--- src/rtl/mips_defs_pkg.sv ---
// Shared definitions for the multi-cycle MIPS-32 control path: opcodes,
// ALU/mux encodings, the controller state enum and the control-word layout.
package mips_defs_pkg;

    localparam int OPCODE_W = 6;
    localparam int STATE_W  = 4;

    localparam logic [5:0] OP_RTYPE = 6'b000000;
    localparam logic [5:0] OP_LW    = 6'b100011;
    localparam logic [5:0] OP_SW    = 6'b101011;
    localparam logic [5:0] OP_BEQ   = 6'b000100;
    localparam logic [5:0] OP_ADDI  = 6'b001000;
    localparam logic [5:0] OP_J     = 6'b000010;

    localparam logic [1:0] ALUOP_ADD   = 2'b00;
    localparam logic [1:0] ALUOP_SUB   = 2'b01;
    localparam logic [1:0] ALUOP_FUNCT = 2'b10;

    localparam logic [1:0] ALUSRCB_RT     = 2'b00;
    localparam logic [1:0] ALUSRCB_FOUR   = 2'b01;
    localparam logic [1:0] ALUSRCB_IMM    = 2'b10;
    localparam logic [1:0] ALUSRCB_IMM_SH = 2'b11;

    localparam logic [1:0] PCSRC_ALU    = 2'b00;
    localparam logic [1:0] PCSRC_ALUOUT = 2'b01;
    localparam logic [1:0] PCSRC_JUMP   = 2'b10;

    typedef enum logic [3:0] {
        S_RST    = 4'd0,
        S_FETCH  = 4'd1,
        S_DECODE = 4'd2,
        S_MEMADR = 4'd3,
        S_MEMRD  = 4'd4,
        S_MEMWB  = 4'd5,
        S_MEMWR  = 4'd6,
        S_EXEC   = 4'd7,
        S_ALUWB  = 4'd8,
        S_BRANCH = 4'd9,
        S_ADDIEX = 4'd10,
        S_ADDIWB = 4'd11,
        S_JUMP   = 4'd12
    } state_t;

    typedef struct packed {
        logic       pc_write;
        logic       pc_write_cond;
        logic       iord;
        logic       mem_read;
        logic       mem_write;
        logic       ir_write;
        logic       mem_to_reg;
        logic       reg_dst;
        logic       reg_write;
        logic       alu_src_a;
        logic [1:0] alu_src_b;
        logic [1:0] alu_op;
        logic [1:0] pc_source;
        logic       illegal_op;
        logic       instr_done;
    } ctrl_t;

    // True for the opcodes this controller knows how to sequence.
    function automatic logic is_legal_op(input logic [5:0] op);
        logic legal;
        case (op)
            OP_RTYPE, OP_LW, OP_SW, OP_BEQ, OP_ADDI, OP_J: legal = 1'b1;
            default:                                       legal = 1'b0;
        endcase
        return legal;
    endfunction

endpackage

--- src/rtl/multicycle_ctrl_checker.sv ---
// Run-time checks on the controller outputs: exclusive memory and PC
// enables, and pulses confined to the states that may raise them.
module multicycle_ctrl_checker (
    input logic       clk,
    input logic       reset,
    input logic [3:0] state,
    input logic       pc_write,
    input logic       pc_write_cond,
    input logic       mem_read,
    input logic       mem_write,
    input logic       illegal_op,
    input logic       instr_done
);

    a_mem_excl: assert property (@(posedge clk) disable iff (reset)
        !(mem_read && mem_write));

    a_pc_excl: assert property (@(posedge clk) disable iff (reset)
        !(pc_write && pc_write_cond));

    a_illegal_in_decode: assert property (@(posedge clk) disable iff (reset)
        illegal_op |-> (state == 4'd2));

    a_done_in_final: assert property (@(posedge clk) disable iff (reset)
        instr_done |-> (state inside {4'd5, 4'd6, 4'd8, 4'd9, 4'd11, 4'd12}));

endmodule

--- src/rtl/multicycle_ctrl_decode.sv ---
// Combinational state-to-control-word decoder; mem_ready and opcode only
// qualify the handshake-dependent and illegal-opcode bits.
module multicycle_ctrl_decode
    import mips_defs_pkg::*;
(
    input  state_t     state,
    input  logic [5:0] opcode,
    input  logic       mem_ready,
    output ctrl_t      ctrl
);

    // Decode the current state into datapath controls; unlisted bits stay 0.
    always_comb begin
        ctrl = '0;
        case (state)
            S_FETCH: begin
                ctrl.mem_read  = 1'b1;
                ctrl.alu_src_b = ALUSRCB_FOUR;
                ctrl.alu_op    = ALUOP_ADD;
                ctrl.pc_source = PCSRC_ALU;
                ctrl.pc_write  = mem_ready;
                ctrl.ir_write  = mem_ready;
            end
            S_DECODE: begin
                ctrl.alu_src_b  = ALUSRCB_IMM_SH;
                ctrl.alu_op     = ALUOP_ADD;
                ctrl.illegal_op = ~is_legal_op(opcode);
            end
            S_MEMADR: begin
                ctrl.alu_src_a = 1'b1;
                ctrl.alu_src_b = ALUSRCB_IMM;
                ctrl.alu_op    = ALUOP_ADD;
            end
            S_MEMRD: begin
                ctrl.mem_read = 1'b1;
                ctrl.iord     = 1'b1;
            end
            S_MEMWB: begin
                ctrl.reg_write  = 1'b1;
                ctrl.mem_to_reg = 1'b1;
                ctrl.instr_done = 1'b1;
            end
            S_MEMWR: begin
                ctrl.mem_write  = 1'b1;
                ctrl.iord       = 1'b1;
                ctrl.instr_done = mem_ready;
            end
            S_EXEC: begin
                ctrl.alu_src_a = 1'b1;
                ctrl.alu_src_b = ALUSRCB_RT;
                ctrl.alu_op    = ALUOP_FUNCT;
            end
            S_ALUWB: begin
                ctrl.reg_write  = 1'b1;
                ctrl.reg_dst    = 1'b1;
                ctrl.instr_done = 1'b1;
            end
            S_BRANCH: begin
                ctrl.alu_src_a     = 1'b1;
                ctrl.alu_src_b     = ALUSRCB_RT;
                ctrl.alu_op        = ALUOP_SUB;
                ctrl.pc_write_cond = 1'b1;
                ctrl.pc_source     = PCSRC_ALUOUT;
                ctrl.instr_done    = 1'b1;
            end
            S_ADDIEX: begin
                ctrl.alu_src_a = 1'b1;
                ctrl.alu_src_b = ALUSRCB_IMM;
                ctrl.alu_op    = ALUOP_ADD;
            end
            S_ADDIWB: begin
                ctrl.reg_write  = 1'b1;
                ctrl.instr_done = 1'b1;
            end
            S_JUMP: begin
                ctrl.pc_write   = 1'b1;
                ctrl.pc_source  = PCSRC_JUMP;
                ctrl.instr_done = 1'b1;
            end
            default: begin
                ctrl = '0;
            end
        endcase
    end

endmodule

--- src/rtl/multicycle_control_32.sv ---
// Main control FSM for the multi-cycle MIPS-32 datapath: holds the state
// register and sequencing; control bits come from the state decoder.
module multicycle_control_32
    import mips_defs_pkg::*;
#(
    parameter int OPW = OPCODE_W,
    parameter int STW = STATE_W
) (
    input  logic           clk,
    input  logic           reset,
    input  logic [OPW-1:0] opcode,
    input  logic           mem_ready,
    output logic           PCWrite,
    output logic           PCWriteCond,
    output logic           IorD,
    output logic           MemRead,
    output logic           MemWrite,
    output logic           IRWrite,
    output logic           MemtoReg,
    output logic           RegDst,
    output logic           RegWrite,
    output logic           ALUSrcA,
    output logic [1:0]     ALUSrcB,
    output logic [1:0]     ALUOp,
    output logic [1:0]     PCSource,
    output logic           illegal_op,
    output logic           instr_done,
    output logic [STW-1:0] state
);

    state_t state_r;
    ctrl_t  ctrl_s;

    // State register with synchronous reset and per-state sequencing.
    always_ff @(posedge clk) begin
        if (reset) begin
            state_r <= S_RST;
        end else begin
            case (state_r)
                S_RST: state_r <= S_FETCH;
                S_FETCH: begin
                    if (mem_ready) state_r <= S_DECODE;
                    else           state_r <= S_FETCH;
                end
                S_DECODE: begin
                    case (opcode)
                        OP_RTYPE:     state_r <= S_EXEC;
                        OP_LW, OP_SW: state_r <= S_MEMADR;
                        OP_BEQ:       state_r <= S_BRANCH;
                        OP_ADDI:      state_r <= S_ADDIEX;
                        OP_J:         state_r <= S_JUMP;
                        default:      state_r <= S_FETCH;
                    endcase
                end
                // The instruction register holds opcode stable through MEMADR.
                S_MEMADR: begin
                    if (opcode == OP_SW) state_r <= S_MEMWR;
                    else                 state_r <= S_MEMRD;
                end
                S_MEMRD: begin
                    if (mem_ready) state_r <= S_MEMWB;
                    else           state_r <= S_MEMRD;
                end
                S_MEMWR: begin
                    if (mem_ready) state_r <= S_FETCH;
                    else           state_r <= S_MEMWR;
                end
                S_EXEC:   state_r <= S_ALUWB;
                S_ADDIEX: state_r <= S_ADDIWB;
                S_MEMWB, S_ALUWB, S_BRANCH, S_ADDIWB, S_JUMP: state_r <= S_FETCH;
                default:  state_r <= S_FETCH;
            endcase
        end
    end

    multicycle_ctrl_decode u_decode (
        .state     (state_r),
        .opcode    (opcode),
        .mem_ready (mem_ready),
        .ctrl      (ctrl_s)
    );

    assign PCWrite     = ctrl_s.pc_write;
    assign PCWriteCond = ctrl_s.pc_write_cond;
    assign IorD        = ctrl_s.iord;
    assign MemRead     = ctrl_s.mem_read;
    assign MemWrite    = ctrl_s.mem_write;
    assign IRWrite     = ctrl_s.ir_write;
    assign MemtoReg    = ctrl_s.mem_to_reg;
    assign RegDst      = ctrl_s.reg_dst;
    assign RegWrite    = ctrl_s.reg_write;
    assign ALUSrcA     = ctrl_s.alu_src_a;
    assign ALUSrcB     = ctrl_s.alu_src_b;
    assign ALUOp       = ctrl_s.alu_op;
    assign PCSource    = ctrl_s.pc_source;
    assign illegal_op  = ctrl_s.illegal_op;
    assign instr_done  = ctrl_s.instr_done;
    assign state       = STW'(state_r);

    multicycle_ctrl_checker u_checker (
        .clk           (clk),
        .reset         (reset),
        .state         (state),
        .pc_write      (PCWrite),
        .pc_write_cond (PCWriteCond),
        .mem_read      (MemRead),
        .mem_write     (MemWrite),
        .illegal_op    (illegal_op),
        .instr_done    (instr_done)
    );

endmodule

--- config.mk ---
export PLATFORM = sky130hd
export DESIGN_NAME = multicycle_control_32
export DESIGN_NICKNAME = d
export VERILOG_FILES = /design/src/rtl/mips_defs_pkg.sv /design/src/rtl/multicycle_ctrl_checker.sv /design/src/rtl/multicycle_ctrl_decode.sv /design/src/rtl/multicycle_control_32.sv
export SDC_FILE = /design/constraint.sdc
export NUM_CORES = 1
export LEC_CHECK = 0
export ABC_AREA = 1
export CAP_MARGIN = 20
export CORE_MARGIN = 2
export CORE_UTILIZATION = 39
export CTS_CLUSTER_SIZE = 25
export DETAILED_ROUTE_END_ITERATION = 16
export GPL_ROUTABILITY_DRIVEN = 0
export GPL_TIMING_DRIVEN = 0
export PLACE_DENSITY = 0.83
export SKIP_CTS_REPAIR_TIMING = 1
export SLEW_MARGIN = 20
export SYNTH_ARGS = -nofsm -noshare
export SYNTH_HDL_FRONTEND = slang
export SYNTH_HIERARCHICAL = 1
export SYNTH_SLANG_ARGS = --single-unit
--- constraint.sdc ---
create_clock -name clk -period 1.39 [get_ports clk]
set_input_delay 0.278 -clock clk [delete_from_list [all_inputs] [get_ports clk]]
set_output_delay 0.278 -clock clk [all_outputs]
set_load 0.02 [all_outputs]
Yosys cells after proc, flatten, opt, wreduce, memory -nomap -nowiden:

Cells that the tools add are included.

* logic and storage cells: 50
* bits of input ports: 9
* register bits after elaboration: 4
* output and inout port bits: 22

* reduce and logical (&&, ||, !) cells: 9
* bitwise gates (word level): 1
* eq/ne operators: 17
* muxes and demuxes: 22

Operators by type and width (number)
* one-hot mux 4 bit (5 select lines): 2
* one-hot mux 4 bit (7 select lines): 1
* equality test 4 bit (second input constant): 5
* equality test 4 x 3 -> 1 bit (second input constant): 4
* 2-to-1 mux 1 bit: 13
* equality test 6 bit (second input constant): 2
* equality test 4 x 2 -> 1 bit (second input constant): 2
* OR reduction 2 bit: 4
* equality test 6 x 2 -> 1 bit (second input constant): 1
* equality test 6 x 3 -> 1 bit (second input constant): 1
* equality test 6 x 4 -> 1 bit (second input constant): 1
* zero test 6 bit: 1
* OR reduction 6 bit: 1
* OR reduction 5 bit: 1
* equality test 4 x 1 -> 1 bit (second input constant): 1
* 2-to-1 mux 2 bit: 2
* one-hot mux 1 bit (2 select lines): 2
* one-hot mux 2 bit (2 select lines): 1
* OR reduction 4 bit: 1
* 2-to-1 mux 3 bit: 1
* OR reduction 3 bit: 1
* NOT 1 bit: 1

Longest topological paths before layout:

Gate-level depths: netlist of the first run.

* word-level depth: 6
* mapped depth: 9
* gate-level depth less buffers: 9

Cells and area by module:

The synthesis of the first run kept the hierarchy.

By module, submodules not included
* multicycle_control_32: area an instance 397.9 um^2, times used 1, seq. area each 80.1 um^2, cells an instance 77
* multicycle_ctrl_decode: area an instance 224.0 um^2, times used 1, seq. area each 0.0 um^2, cells an instance 48

Least setup slack after synthesis of the first run:

OpenSTA, ideal clock, no wires.

* kind: reg2out
* from: register state_r[3], in the netlist state[3]
* to: output port instr_done
* cell stages (with the launch flop): 5
* slack: -0.369 ns
* arrival: 1.481 ns
* buffers on the path: 0
* data required time: 1.112 ns
* path through: dfxtp_1 > nand2_1 > nor2_1 > nor2_1 > nand3_1

* cells in the longest elaborated chain, start to end: 3
* elaborated cells on any way between the ends: 8
* those cells by class: eq/ne (6); mux (1); reduce/logical (1)

Ends and longest elaborated chain
* start, declared: line multicycle_control_32.sv:31 `state_t state_r;`
* start signal, assigned: line multicycle_control_32.sv:37 `state_r <= S_RST;`
* start signal, assigned: line multicycle_control_32.sv:40 `S_RST: state_r <= S_FETCH;`
* start signal, assigned: line multicycle_control_32.sv:42 `if (mem_ready) state_r <= S_DECODE;`
* equality test 4 x 3 -> 1 bit / equality test 4 bit (equally long branches): line multicycle_ctrl_decode.sv:15 `case (state)`
* OR reduction 5 bit (no source line)
* one-hot mux 1 bit (2 select lines) (*): line multicycle_ctrl_decode.sv:15
* end, declared: line multicycle_control_32.sv:27 `output logic instr_done,`

Mark *: on every way between the ends. The rest lies on a longest branch, timed or not.

Final worst setup path of the first run:

* from: register state_r[1], in the netlist state[1]
* to: output port instr_done

Same word-level chain as after synthesis.

==> summary.txt, run 1 <==
Status: finished, violations left
Failing checks: setup timing
Latest clock arrival within the worst-skew pair: 0.23 ns
All-Layer GR Usage: 20.2%
Vias in the first global route: 706
Largest net degree at the start of global routing: 13
Setup ws final: -0.120 ns
# clock sinks: 4
RSZ-0062 raised after global routing: yes
Area growth from synthesis to final layout: 78.9%
Ports: 31
Final nets: 177
Peak VDD IR: 0.606 mV
Post-route ant nets: 0
Final Skew: 0.00173 ns
Logic pwr share: 51.3%
Synthesis Warnings: 6
Total CTS buffers: 3
Max stage delay on crit path: 0.39 ns
Worst-path clk slew: 0.04 ns
CP max stage cell: dfxtp_4
Worst Setup End Kind: primary output
Pint: 0.330 mW
Worst Tran Pin Value: 0.241 ns
Syn Area/Cell: 4.97 um^2
Starting DRT DRC Count: 15
Die height: 43.9 um
DRC violations left: 0
Worst EP required: 1.11 ns
Most frequent cells in the layout: 24 x nand2_1, 22 x nor2_1, 18 x nand3_1
Antenna diode count: 0
Type of the most critical hold path: primary input to register
Post-synth net total: 134
Synth Register Bits: 4
PortBufs: 30
Cell area after layout: 1110 um^2
Synth unique cells: 19
PwrDens: 514 nW/um^2
Mapped Area: 622 um^2
Pre-CTS WS: -0.696 ns
Leakage power: 0.712 nW
Max FFs per register: 4
Finish-stage setup viols: 11
Critical path class: register to primary output
Tcrit/Tclk final: 109%
Vias: 919
Core ar.: 1510 um^2
Width of the die: 43.9 um
Routed WL: 2150 um
Critical path startpoint category: register
Sw Pwr: 0.242 mW
Hold Fails Final Rpt: 0
Max cap viols: 0
Critical Path Fanout Max: 6
# fillers: 130
Post-DP Area: 962 um^2
Sequential share of power: 23.7%
Commonest non-fill, non-tap cell in the layout: nand2_1
1st-pass router iterations: 4
CTS tree: done
Starting Density: 41.3%
Clock Power Share: 24.9%
Ratio of cells with drive above 1 in the final layout: 39.8%
Initial antenna violation count: 0
Tmin final: 1.51 ns
Overflow after GRT: 0
Root Buffer: clkbuf_4
Crit-path cells: inv_6 > nand2_8 > nand2_4 > a21oi_4 > nand3_2 > buf_6
Worst Hold Slack: 0.528 ns
Sw frac: 42.3%
Crit path DAT: 1.23 ns
Vias/cell: 5.05
Die area: 1930 um^2
First-pass GRT wire length: 3000 um
Rel. slew slack: 83.9%
Post-DP HPWL: 1440 um
Cells after Synth: 125
Max Slew Vio Count: 0
Sequential-to-total area share from yosys stat: 12.9%
Per-cell routed wire length: 11.8 um
CTS H-tree lvls: 1
Achievable clock frequency: 662 MHz
Deepest clock path buffer count: 2
Row count: 14
==> stage by stage <==
stage / cells / power [mW] / utilization (%) / TNS [ns]
after global placement: 171 / 0.394 / 63.9 / -6.31
after CTS: 174 / 0.547 / 65.4 / -10.93
final: 182 / 0.571 / 73.8 / -0.527
after global routing: 182 / 0.619 / 73.8 / -1.56
after floorplan: 125 / 0.291 / - / -0.100
after detailed placement: 171 / 0.400 / 63.9 / -6.78
==> synthesized netlist by cell type <==
cell type | n | area (um^2)
nor2_4 | 2 | 22.5
o22ai_1 | 1 | 6.26
o21bai_1 | 1 | 7.51
a22oi_1 | 1 | 7.51
nand2_2 | 2 | 12.5
nor3_1 | 1 | 5.00
nor2_1 | 30 | 113
inv_1 | 16 | 60.1
inv_2 | 9 | 33.8
dfxtp_1 | 4 | 80.1
o21ai_0 | 1 | 5.00
a21oi_2 | 1 | 8.76
nand3_1 | 20 | 100
nand2_1 | 27 | 101
nor2_2 | 2 | 12.5
nand2_4 | 1 | 11.3
a211oi_1 | 1 | 7.51
buf_4 | 1 | 7.51
a21oi_1 | 4 | 20.0
==> critical path, delay by kind of cell (launching register included) <==
family / cells / cell delay, ns
buf+inv: 2 / 0.19
simple gates: 3 / 0.25
compound gates: 1 / 0.16
flops: 1 / 0.39
==> path summary, 6_finish.rpt <==
kind / start / endpoint / slack [ns] / cells after the start
setup / recovery: state[1]$_SDFF_PP0_ / instr_done / -0.12 / 6
hold / removal: opcode[4] / state[1]$_SDFF_PP0_ / 0.53 / 6
setup reg to reg: state[2]$_SDFF_PP0_ / state[0]$_SDFF_PP0_ / 0.06 / 10
hold reg to reg: state[3]$_SDFF_PP0_ / state[1]$_SDFF_PP0_ / 0.82 / 6
==> power groups by stage <==
stage / Sequential (mW) / Combinational (mW) / Clock, mW
floorplan: 0.151 / 0.140 / 0
global placement: 0.148 / 0.247 / 0
detailed placement: 0.147 / 0.254 / 0
CTS: 0.145 / 0.254 / 0.148
global route: 0.136 / 0.318 / 0.165
finish: 0.136 / 0.293 / 0.142
==> cell families after synthesis <==
kind of cell,count (synthesis),share of synthesized area [%]
AND/OR/NAND/NOR,85,60.8
flip-flops,4,12.9
AO/OA/AOI/OAI,10,10.1
buffers and inverters,26,16.3
==> area by class of cell <==
class,count,area [um^2],area share (%)
buffer,1,7.51,0.675
sequential,4,95.1,8.55
timing repair buffer,38,345,31.0
multi-input combinational,95,523,47.0
tap,16,20.0,1.80
clock buffer,3,22.5,2.02
inverter,25,98.8,8.89
==> routing by layer <==
metal / wire length [um] / track usage, % / vias to the layer above
met3: 145 / 3.33 / 4
met4: 26 / 9.09 / 0
li1: - / - / 474
met2: 1030 / 30.6 / 42
met1: 949 / 27.8 / 399
met5: 0 / 0 / -
(Power assumes the default switching activity.)
==> inputs of run 2 (changes only) <==
--- a/config.mk
+++ b/config.mk
@@ -7,13 +7,14 @@
 export LEC_CHECK = 0
 export ABC_AREA = 1
 export CAP_MARGIN = 20
-export CORE_MARGIN = 2
+export CORE_MARGIN = 1.5
 export CORE_UTILIZATION = 39
 export CTS_CLUSTER_SIZE = 25
 export DETAILED_ROUTE_END_ITERATION = 16
 export GPL_ROUTABILITY_DRIVEN = 0
 export GPL_TIMING_DRIVEN = 0
 export PLACE_DENSITY = 0.83
+export SETUP_SLACK_MARGIN = 0.15
 export SKIP_CTS_REPAIR_TIMING = 1
 export SLEW_MARGIN = 20
 export SYNTH_ARGS = -nofsm -noshare
==> constraint.sdc (replaced) <==
create_clock -name clk -period 1.55 [get_ports clk]
set_input_delay 0.31 -clock clk [delete_from_list [all_inputs] [get_ports clk]]
set_output_delay 0.31 -clock clk [all_outputs]
set_load 0.02 [all_outputs]
==> summary.txt, run 2 (same netlist as run 1, synthesis figures left out) <==
Post-Layout Cell Count: 183
Critical R2R Capture: state[0]$_SDFF_PP0_
# clock sinks: 4
Rel. slew slack: 83.9%
DRC violations left: 0
Overflow after GRT: 0
Post-DP HPWL: 1400 um
Critical path class: register to primary output
Width of the die: 42.9 um
Die area: 1840 um^2
Starting Density: 41.3%
Ratio of cells with drive above 1 in the final layout: 41.9%
End of the worst hold path: state[2]$_SDFF_PP0_
Area growth from synthesis to final layout: 80.1%
Register-to-register setup slack: 0.21 ns
Hold Fails Final Rpt: 0
FF-to-FF Start: state[0]$_SDFF_PP0_
Starting DRT DRC Count: 23
Final Skew: 0.00157 ns
Per-cell routed wire length: 10.9 um
Depth of the worst hold-timing path: 6
Vias in the first global route: 742
CTS tree: done
CP max stage cell: dfxtp_4
Final core occ: 74.3%
Reg2reg path depth: 10
Critical path startpoint category: register
Crit-path cells: inv_2 > nand2_4 > inv_1 > a21oi_2 > nand3_1 > buf_2
Root Buffer: clkbuf_4
Final Power: 0.513 mW
Critical Path Fanout Max: 6
Worst-path clk slew: 0.03 ns
CTS H-tree lvls: 1
Core ar.: 1510 um^2
Finish-stage setup viols: 0
Initial antenna violation count: 0
Worst EP required: 1.24 ns
Peak VDD IR: 0.496 mV
CP top delay family: flip-flops
Leakage power: 0.712 nW
Cell count after placement: 171
Type of the most critical hold path: primary input to register
Hold path start: opcode[4]
Post-route ant nets: 0
Crit path DAT: 1.22 ns
Die height: 42.9 um
Most frequent cells in the layout: 23 x nor2_1, 23 x nand2_1, 18 x nand3_1
Deepest clock path buffer count: 2
Total CTS buffers: 3
Buffers and inverters on the worst path: 3
Final nets: 178
Tmin final: 1.53 ns
Worst path depth: 6
Latest clock arrival within the worst-skew pair: 0.22 ns
Row count: 14
Vias: 916
Max FFs per register: 4
Max cap viols: 0
Max Slew Vio Count: 0
Status: complete, no violations
Vias/cell: 5.01
Worst Tran Pin Value: 0.241 ns
1st-pass router iterations: 4
Ports: 31
Routed WL: 2000 um
Worst Setup End Kind: primary output
Tcrit/Tclk final: 98.4%
Achievable clock frequency: 656 MHz
# fillers: 126
PortBufs: 30
Largest net degree at the start of global routing: 13
All-Layer GR Usage: 20.3%
First-pass GRT wire length: 2960 um
PwrDens: 458 nW/um^2
Antenna diode count: 0
Max stage delay on crit path: 0.38 ns
Crit path from: state[2]$_SDFF_PP0_
RSZ-0062 raised after global routing: yes
run 2: cell count changes in the layout (fill, tap and decap cells not counted), sizes merged:
cell  previous run  this run
buf             23        24
run 2: worst max path at each step:
stage                             to  slack, ns
after detailed placement  illegal_op      -0.60
final                     instr_done       0.02
after floorplan           instr_done       0.09
after global routing      instr_done      -0.02
after global placement    illegal_op      -0.58
after CTS                 illegal_op      -0.61
run 2: where the power goes:
| part | total, mW | internal, mW | switching [mW] |
|---|---|---|---|
| clock | 0.120 | 0.0860 | 0.0341 |
| sequential | 0.120 | 0.107 | 0.0129 |
| combinational | 0.273 | 0.110 | 0.163 |
run 2: worst min-delay path, stage by stage:
cell,delay [ns]
dlymetal6s2s_1,0.14
nor2_2,0.07
nand3_1,0.08
nand2_1,0.07
nand2_2,0.06
a21oi_2,0.05
run 2: layout make-up:
class / count / area [um^2] / share of cell area (%)
sequential: 4 / 95.1 / 8.49
clock buffer: 3 / 22.5 / 2.01
buffer: 1 / 7.51 / 0.670
timing repair buffer: 39 / 339 / 30.3
multi-input combinational: 95 / 537 / 47.9
inverter: 25 / 98.8 / 8.83
tap: 16 / 20.0 / 1.79
run 2: per-layer routing:
metal  part of all wire, %  vias to the layer above  GRT usage, %
li1                      -                      471             -
met1                    41                      417          25.6
met2                    52                       28          35.5
met3                   6.3                        0          3.40
met4                     0                        0          5.45
met5                     0                        -             0
run 2: per-stage QoR:
stage               instance area, um^2  TNS (ns)  worst slack [ns]  hold slack (ns)
floorplan                           647         0            0.0857            0.372
CTS                                 990     -8.24            -0.607            0.699
global placement                    967     -4.01            -0.579            0.716
global route                       1120   -0.0181           -0.0181            0.632
finish                             1120         0            0.0247            0.602
detailed placement                  967     -4.29            -0.603            0.728
